### config.mk
export PLATFORM = sky130hd
export DESIGN_NAME = ualink_cmd_filter
export DESIGN_NICKNAME = d
export VERILOG_FILES = /design/src/rtl/ualink_cmd_filter.sv
export SDC_FILE = /design/constraint.sdc
export NUM_CORES = 1
export LEC_CHECK = 0
export CAP_MARGIN = 20
export CORE_MARGIN = 5
export CORE_UTILIZATION = 28
export DETAILED_ROUTE_END_ITERATION = 16
export SLEW_MARGIN = 0
export SYNTH_ARGS = -nofsm -noshare
export SYNTH_HDL_FRONTEND = slang
export SYNTH_SLANG_ARGS = --single-unit
### constraint.sdc
create_clock -name clk -period 9.55 [get_ports clk]
set_input_delay 1.4325 -clock clk [delete_from_list [all_inputs] [get_ports clk]]
set_output_delay 1.4325 -clock clk [all_outputs]
set_load 0.1 [all_outputs]
### src/rtl/ualink_cmd_filter.sv
// Command filter in front of ualink_turbo64: buffers the 5-word header, forwards matching
// UDP read/write commands to the egress stream and drops everything else.
module ualink_cmd_filter #(
  parameter logic [15:0] UDP_PORT = 16'h3039,
  parameter logic [7:0]  OP_RD    = 8'h01,
  parameter logic [7:0]  OP_WR    = 8'h02
) (
  input  logic         clk,
  input  logic         reset,
  input  logic [63:0]  s_axis_tdata,
  input  logic [7:0]   s_axis_tstrb,
  input  logic [127:0] s_axis_tuser,
  input  logic         s_axis_tvalid,
  input  logic         s_axis_tlast,
  output logic         s_axis_tready,
  output logic [63:0]  m_axis_tdata,
  output logic [7:0]   m_axis_tstrb,
  output logic [127:0] m_axis_tuser,
  output logic         m_axis_tvalid,
  output logic         m_axis_tlast,
  input  logic         m_axis_tready,
  output logic [7:0]   cmd_opcode,
  output logic [15:0]  pkt_pass_cnt,
  output logic [15:0]  pkt_drop_cnt
);

  typedef enum logic [1:0] {StHdr, StFwdHdr, StFwdBody, StDrop} state_e;

  state_e       state_q, state_d;
  logic [2:0]   idx_q, idx_d;
  logic [7:0]   opcode_q, opcode_d;
  logic [15:0]  pass_cnt_q, drop_cnt_q;
  logic [127:0] tuser_q;
  logic [63:0]  buf_data_q [5];
  logic [7:0]   buf_strb_q [5];
  logic         cap_en, pass_inc, drop_inc, hdr_match;
  logic [7:0]   tos;

  assign tos = buf_data_q[1][63:56];

  // Evaluated while word 4 is on the input; the destination port is still on the bus.
  assign hdr_match = (buf_data_q[1][47:32] == 16'h0008) &&
                     (buf_data_q[2][63:56] == 8'h11) &&
                     ({s_axis_tdata[39:32], s_axis_tdata[47:40]} == UDP_PORT) &&
                     ((tos == OP_RD) || (tos == OP_WR));

  always_comb begin
    state_d       = state_q;
    idx_d         = idx_q;
    opcode_d      = opcode_q;
    cap_en        = 1'b0;
    pass_inc      = 1'b0;
    drop_inc      = 1'b0;
    s_axis_tready = 1'b0;
    m_axis_tvalid = 1'b0;
    m_axis_tdata  = '0;
    m_axis_tstrb  = '0;
    m_axis_tlast  = 1'b0;
    m_axis_tuser  = '0;
    case (state_q)
      StHdr: begin
        s_axis_tready = 1'b1;
        if (s_axis_tvalid) begin
          cap_en = 1'b1;
          if (s_axis_tlast) begin
            drop_inc = 1'b1;
            idx_d    = '0;
          end else if (idx_q == 3'd4) begin
            idx_d = '0;
            if (hdr_match) begin
              state_d  = StFwdHdr;
              opcode_d = tos;
            end else begin
              state_d = StDrop;
            end
          end else begin
            idx_d = idx_q + 3'd1;
          end
        end
      end
      StFwdHdr: begin
        m_axis_tvalid = 1'b1;
        m_axis_tdata  = buf_data_q[idx_q];
        m_axis_tstrb  = buf_strb_q[idx_q];
        m_axis_tuser  = tuser_q;
        if (m_axis_tready) begin
          if (idx_q == 3'd4) begin
            idx_d   = '0;
            state_d = StFwdBody;
          end else begin
            idx_d = idx_q + 3'd1;
          end
        end
      end
      StFwdBody: begin
        m_axis_tvalid = s_axis_tvalid;
        s_axis_tready = m_axis_tready;
        m_axis_tdata  = s_axis_tdata;
        m_axis_tstrb  = s_axis_tstrb;
        m_axis_tlast  = s_axis_tlast;
        m_axis_tuser  = tuser_q;
        if (s_axis_tvalid && m_axis_tready && s_axis_tlast) begin
          pass_inc = 1'b1;
          state_d  = StHdr;
        end
      end
      StDrop: begin
        s_axis_tready = 1'b1;
        if (s_axis_tvalid && s_axis_tlast) begin
          drop_inc = 1'b1;
          state_d  = StHdr;
        end
      end
      default: state_d = StHdr;
    endcase
  end

  always_ff @(posedge clk) begin
    if (reset) begin
      state_q    <= StHdr;
      idx_q      <= '0;
      opcode_q   <= '0;
      tuser_q    <= '0;
      pass_cnt_q <= '0;
      drop_cnt_q <= '0;
    end else begin
      state_q  <= state_d;
      idx_q    <= idx_d;
      opcode_q <= opcode_d;
      if (cap_en && (idx_q == 3'd0)) tuser_q <= s_axis_tuser;
      if (pass_inc && (pass_cnt_q != 16'hFFFF)) pass_cnt_q <= pass_cnt_q + 16'd1;
      if (drop_inc && (drop_cnt_q != 16'hFFFF)) drop_cnt_q <= drop_cnt_q + 16'd1;
    end
  end

  // Header buffer content is only observable in StFwdHdr, so it needs no reset.
  always_ff @(posedge clk) begin
    if (cap_en) begin
      buf_data_q[idx_q] <= s_axis_tdata;
      buf_strb_q[idx_q] <= s_axis_tstrb;
    end
  end

  assign cmd_opcode   = opcode_q;
  assign pkt_pass_cnt = pass_cnt_q;
  assign pkt_drop_cnt = drop_cnt_q;

endmodule

==> impl_metrics.ini, run 1 <==
[finish]
area_delta_synth_final_pct = 35.29
fin_cells = 3192
multiInputGateArea_um2 = 6960
drive_gt1_frac = 0.1001
nets = 2314
fillers = 7309
seqCellArea_um2 = 14350

[power_and_ir_drop]
clock_power_share = 0.431
power_report.internal_total_uw = 4216
switching_power_uw = 1332
vdd_drop_max_v = 0.0001269
seq_power_share = 0.472
power_density_nw_per_um2 = 189.0
p_leak_uw = 0.009460
combPwrFrac = 0.097
switching_share = 0.2401

[logic_synthesis]
yosys.area.top_type = edfxtp_1
synthTopCellsByArea = edfxtp_1, dfxtp_1, mux4_2
yosysMostFrequentCell = edfxtp_1
synthTopCellsByCount = edfxtp_1, nand2_1, dfxtp_1
postSynthAreaPerCell_um2 = 12.90
async_reset_ff_frac = 0
synthesis.nets = 1895
synth_top_area_frac = 0.4983
synth_edf_count = 360
synth_area_um2 = 21700
synth_flop_cell = edfxtp_1
synthCells = 1682
synth_cell_types = 51
yosys_warnings = 0
ys_seq_area_frac = 0.6607
yosys_register_bits = 536

[timing]
setup_viol = 0
fin_crit_ns = 6.221
relSlewSlack = 0.2566
fin_ws_ns = 3.329
tightest_slew_ns = 1.112
fin_crit_sh = 0.6514
holdWs_ns = 0.4495
timing.fmax_mhz = 160.8
fin_skew_ns = 0.01581
fin_tns_setup_ns = 0
finalHoldViolations = 0
grt_setup_unrepaired = no
slew_viol_final = 0

[place]
place_ws_ns = 3.856
globalplace.congestion = 0.8457
dp_hpwl_um = 42320
dp.cells = 3078
numPortBuffers = 447

[floorplan]
pin_count = 448
core_area_um2 = 77210
die_h_um = 288.4
rows = 102
dieArea_um2 = 83150
start_util = 0.2810
fp.dieW_um = 288.4

[clock_tree]
htreeDepth = 2
clkTransAtPathRegs_ns = 0.06
clock_sinks = 536
cts_hold_buf = 0
cts_root_buffer = clkbuf_16
clockBufferDepth = 3
clk_latency_ns = 0.62
cts_setup_buffers = 0
cts_made_buffers = 58
cts_tree = done
cts_resized = 0

[critical_path]
cp-end-kind = primary output
critPathKind = flip-flop to primary output
worst-path-stages = 7
path_max_fanout = 89
crit_chain = inv_1 > ha_4 > buf_4 > and2_4 > nand2_1 > o21ai_0 > clkdlybuf4s50_1
critPathTopFamily = buffers and inverters
crit_buf_inv = 3
startpoint_type = flip-flop
worst_ep_required_time_ns = 8.12
slowest_stage = clkdlybuf4s50_1
cpPeakStageDelay_ns = 1.20
reg2regPathDepth = 6
crit_arrival_ns = 4.79

[global_routing]
grt_usage = 0.1497
gr-total-overflow = 0
antenna_found_initial = 8
grt_pass1_vias = 15613
grt_max_degree = 103
grt_pass1_wl_um = 95700

[min_path]
hold_class = flip-flop to flip-flop
holdPathStages = 2

[status]
status = completed

[drt]
via_count = 15102
drtIter0Drc = 818
drc_errors = 0
drt_wl_total_um = 65230
ant_nets = 0
post_drt_via_cell_ratio = 4.731
wl_per_cell_um = 20.43
drtPass1Iterations = 5

[flow_run]
cap_violations = 0
==> placed cells by master, fill, tap and decap left out, types with 59 or more instances in the layout <==
cell / count
a21oi_1: 159
o21ai_0: 79
edfxtp_1: 360
dfxtp_1: 173
clkbuf_16: 59
and2_1: 130
nand2_1: 348
mux2i_1: 75
clkdlybuf4s50_1: 445
mux4_2: 72
==> metrics by stage <==
step	power [µW]	area (µm²)	utilization
finish	5548	29350	0.3802
global route	5773	29350	0.3801
CTS	5642	29290	0.3793
detailed placement	3213	27250	0.3530
global placement	3202	27250	0.3530
floorplan	2977	21700	-
==> area by class of cell <==
type / instances / share of cell area
multi-input cells: 1025 / 0.2371
inverters: 14 / 0.001790
repair buffers: 466 / 0.1583
diodes: 5 / 0.0004263
flip-flops and latches: 536 / 0.4887
well taps: 1040 / 0.04433
clock inverters: 39 / 0.01701
clock buffers: 67 / 0.05234
==> power groups by stage <==
stage | Sequential, µW | Combinational [µW] | Clock (µW)
floorplan | 2660 | 319 | 0
global placement | 2660 | 540 | 0
detailed placement | 2670 | 546 | 0
CTS | 2620 | 547 | 2480
global route | 2630 | 586 | 2560
finish | 2620 | 541 | 2390
==> kinds of logic after synthesis <==
group,Yosys count,share of synthesized area
compound gates,268,0.06638
xor+xnor,1,0.0004038
fa+ha+maj,8,0.004614
buf+inv,121,0.02191
flops,536,0.6607
mux,155,0.1135
simple gates,593,0.1325
==> layer usage <==
metal,share of wire,up-vias,GRT usage
li1,-,6964,-
met1,0.40,7519,0.1843
met2,0.48,524,0.2475
met3,0.095,95,0.05391
met4,0.029,0,0.04559
met5,0,-,0
==> state kept, by name, indices dropped and copies added, names as in the netlist, named ones only <==
register / count
buf_data_q: 320
tuser_q: 128
buf_strb_q: 40
pkt_drop_cnt: 16
pkt_pass_cnt: 16
cmd_opcode: 8
idx_q: 3
state_q: 2
==> worst min-delay path, delay by kind of cell, from the launching register on <==
kind / cells / cell delay (ns)
simple gates: 1 / 0.05
compound gates: 1 / 0.05
flops: 1 / 0.30
==> final timing paths <==
path,slack [ns],start,end
max,3.33,state_q[0]$_SDFFE_PP0P_,m_axis_tdata[7]
min,0.45,tuser_q[35]$_SDFFE_PP0P_,tuser_q[35]$_SDFFE_PP0P_
max reg2reg,6.37,state_q[0]$_SDFFE_PP0P_,buf_strb_q[3][7]$_DFFE_PP_
min reg2reg,0.45,tuser_q[35]$_SDFFE_PP0P_,tuser_q[35]$_SDFFE_PP0P_
Power figures use the tool's default switching activity.
==> run 2, diff against run 1 <==
clock period = 6 ns   (was 9.55 ns; I/O delays follow)
==> run 2 against run 1 <==
Net effect:
- critical path depth unchanged
- combinational power increased by 58%
- sequential share of layout area increased by 0.059 points
- design area decreased by 0.12%
- global-route usage increased by 0.25 points
- flip-flop and latch count unchanged
- sequential power increased by 59%
- largest cell class unchanged
- largest power group unchanged
- highest routed layer is now met5
==> impl_metrics.ini, run 2 (same netlist as run 1, synthesis figures left out) <==
[status]
status = completed

[power_and_ir_drop]
clock_power_share = 0.419
combPwrFrac = 0.099
power_report.internal_total_uw = 6563
vdd_drop_max_v = 0.0001976
switching_share = 0.2421
power_density_nw_per_um2 = 295.4
switching_power_uw = 2097
p_leak_uw = 0.009447
seq_power_share = 0.482

[global_routing]
grt_pass1_vias = 15830
grt-busiest-layer = met2
grt_usage = 0.1522
use_met1 = 0.1862
use_met2 = 0.2584
use_met3 = 0.05099
grt_pass1_wl_um = 97610
gr-total-overflow = 0
grt_max_degree = 101
antenna_found_initial = 7

[critical_path]
crit_buf_inv = 3
critPathTopFamily = buffers and inverters
startpoint_type = flip-flop
worst_ep_required_time_ns = 5.10
critPathKind = flip-flop to primary output
slowest_stage = clkdlybuf4s50_1
worst-path-stages = 7
crit_arrival_ns = 3.99
reg2regPathDepth = 6
crit_chain = inv_1 > ha_4 > and2_4 > buf_4 > nand2_1 > o21ai_0 > clkdlybuf4s50_1
path_max_fanout = 50
r2r_end = tuser_q[64]$_SDFFE_PP0P_
r2r_start = idx_q[1]$_SDFFE_PP0P_
cpPeakStageDelay_ns = 1.19
cp-end-kind = primary output
r2r_slack_ns = 3.14

[finish]
final_cell_mix = clkdlybuf4s50_1, edfxtp_1, nand2_1
largest_register_ffs = 320
final_common_cell = clkdlybuf4s50_1
drive_gt1_frac = 0.1012
largest_register = buf_data_q
top_regs = buf_data_q: 320 flops, tuser_q: 128 flops, buf_strb_q: 40 flops
area_delta_synth_final_pct = 35.13
fillers = 7396
nets = 2318

[floorplan]
rows = 102
pin_count = 448
die_h_um = 288.4
dieArea_um2 = 83150
fp.dieW_um = 288.4
start_util = 0.2810
core_area_um2 = 77210

[drt]
via_count = 15039
drtPass1Iterations = 5
drtIter0Drc = 873
drc_errors = 0
ant_nets = 0
post_drt_via_cell_ratio = 4.704
wl_per_cell_um = 20.75
drt_wl_total_um = 66340

[min_path]
whs_endpoint = tuser_q[50]$_SDFFE_PP0P_
hold_class = flip-flop to flip-flop
holdPathStages = 2
min_from = tuser_q[50]$_SDFFE_PP0P_

[clock_tree]
cts_root_buffer = clkbuf_16
clk_latency_ns = 0.62
cts_made_buffers = 57
cts_tree = done
cts_hold_buf = 0
clockBufferDepth = 3
cts_setup_buffers = 0
clkTransAtPathRegs_ns = 0.06
clock_sinks = 536
htreeDepth = 2
cts_resized = 0

[timing]
grt_setup_unrepaired = no
finalHoldViolations = 0
setup_viol = 0
timing.fmax_mhz = 204.4
fin_skew_ns = 0.01522
fin_crit_sh = 0.8155
holdWs_ns = 0.4502
relSlewSlack = 0.2716
fin_tns_setup_ns = 0
fin_crit_ns = 4.893
slew_viol_final = 0
tightest_slew_ns = 1.089

[place]
globalplace.congestion = 0.8782
numPortBuffers = 447
dp_hpwl_um = 43360

[flow_run]
cap_violations = 0
[run 2: cell types whose count changed in the layout (fill, tap and decap cells not counted), sizes merged]
cell    previous run  this run
clkinv            23        20
diode              5         3
inv               19        16
buf               20        25
clkbuf            68        81
bufinv            10         5
[run 2: cell type report]
| cell class | count | area, µm² | area share |
|---|---|---|---|
| clock inverter | 28 | 310.3 | 0.01058 |
| timing repair buffer | 471 | 4696 | 0.1602 |
| tap | 1040 | 1301 | 0.04438 |
| antenna | 3 | 7.507 | 0.0002561 |
| multi-input combinational | 1025 | 6969 | 0.2377 |
| sequential | 536 | 14350 | 0.4893 |
| clock buffer | 80 | 1637 | 0.05582 |
| inverter | 14 | 52.55 | 0.001792 |
[run 2: tightest hold or removal path, stage by stage (launching register included)]
cell	delay, ns
dfxtp_1	0.30
nand2_1	0.05
a21oi_1	0.05
[run 2: routing by layer]
| metal | share of wire | up-vias |
|---|---|---|
| met5 | 0.00012 | - |
| met4 | 0.028 | 2 |
| met3 | 0.083 | 104 |
| met2 | 0.49 | 483 |
| met1 | 0.40 | 7455 |
| li1 | - | 6995 |
[run 2: metrics by stage]
stage,cell area (µm²),total power (µW),instances,util,setup WS (ns)
after CTS,29280,8804,3192,0.3792,1.003
after global routing,29310,8995,3195,0.3796,0.8642
after detailed placement,27330,5126,3084,0.3540,1.691
after global placement,27330,5103,3084,0.3540,1.749
final,29320,8660,3197,0.3797,1.107
after floorplan,21710,4734,1682,-,0.5256
[run 2: power by group through the flow]
| stage | Sequential, µW | Combinational, µW | Clock, µW |
|---|---|---|---|
| 2_1_floorplan | 4230 | 508 | 0 |
| 3_3_place_gp | 4250 | 853 | 0 |
| 3_5_place_dp | 4260 | 867 | 0 |
| 4_1_cts | 4180 | 870 | 3750 |
| 5_1_grt | 4190 | 927 | 3880 |
| 6_report | 4170 | 856 | 3630 |
[run 2: how the worst max path moves through the flow]
stage                                  from                          to  slack, ns
floorplan                     s_axis_tvalid  buf_data_q[4][0]$_DFFE_PP_       0.53
global placement    state_q[0]$_SDFFE_PP0P_            m_axis_tdata[44]       1.75
detailed placement  state_q[1]$_SDFFE_PP0P_            m_axis_tdata[21]       1.69
CTS                 state_q[1]$_SDFFE_PP0P_            m_axis_tdata[21]       1.00
global route        state_q[0]$_SDFFE_PP0P_            m_axis_tdata[44]       0.86
finish              state_q[0]$_SDFFE_PP0P_            m_axis_tdata[21]       1.11
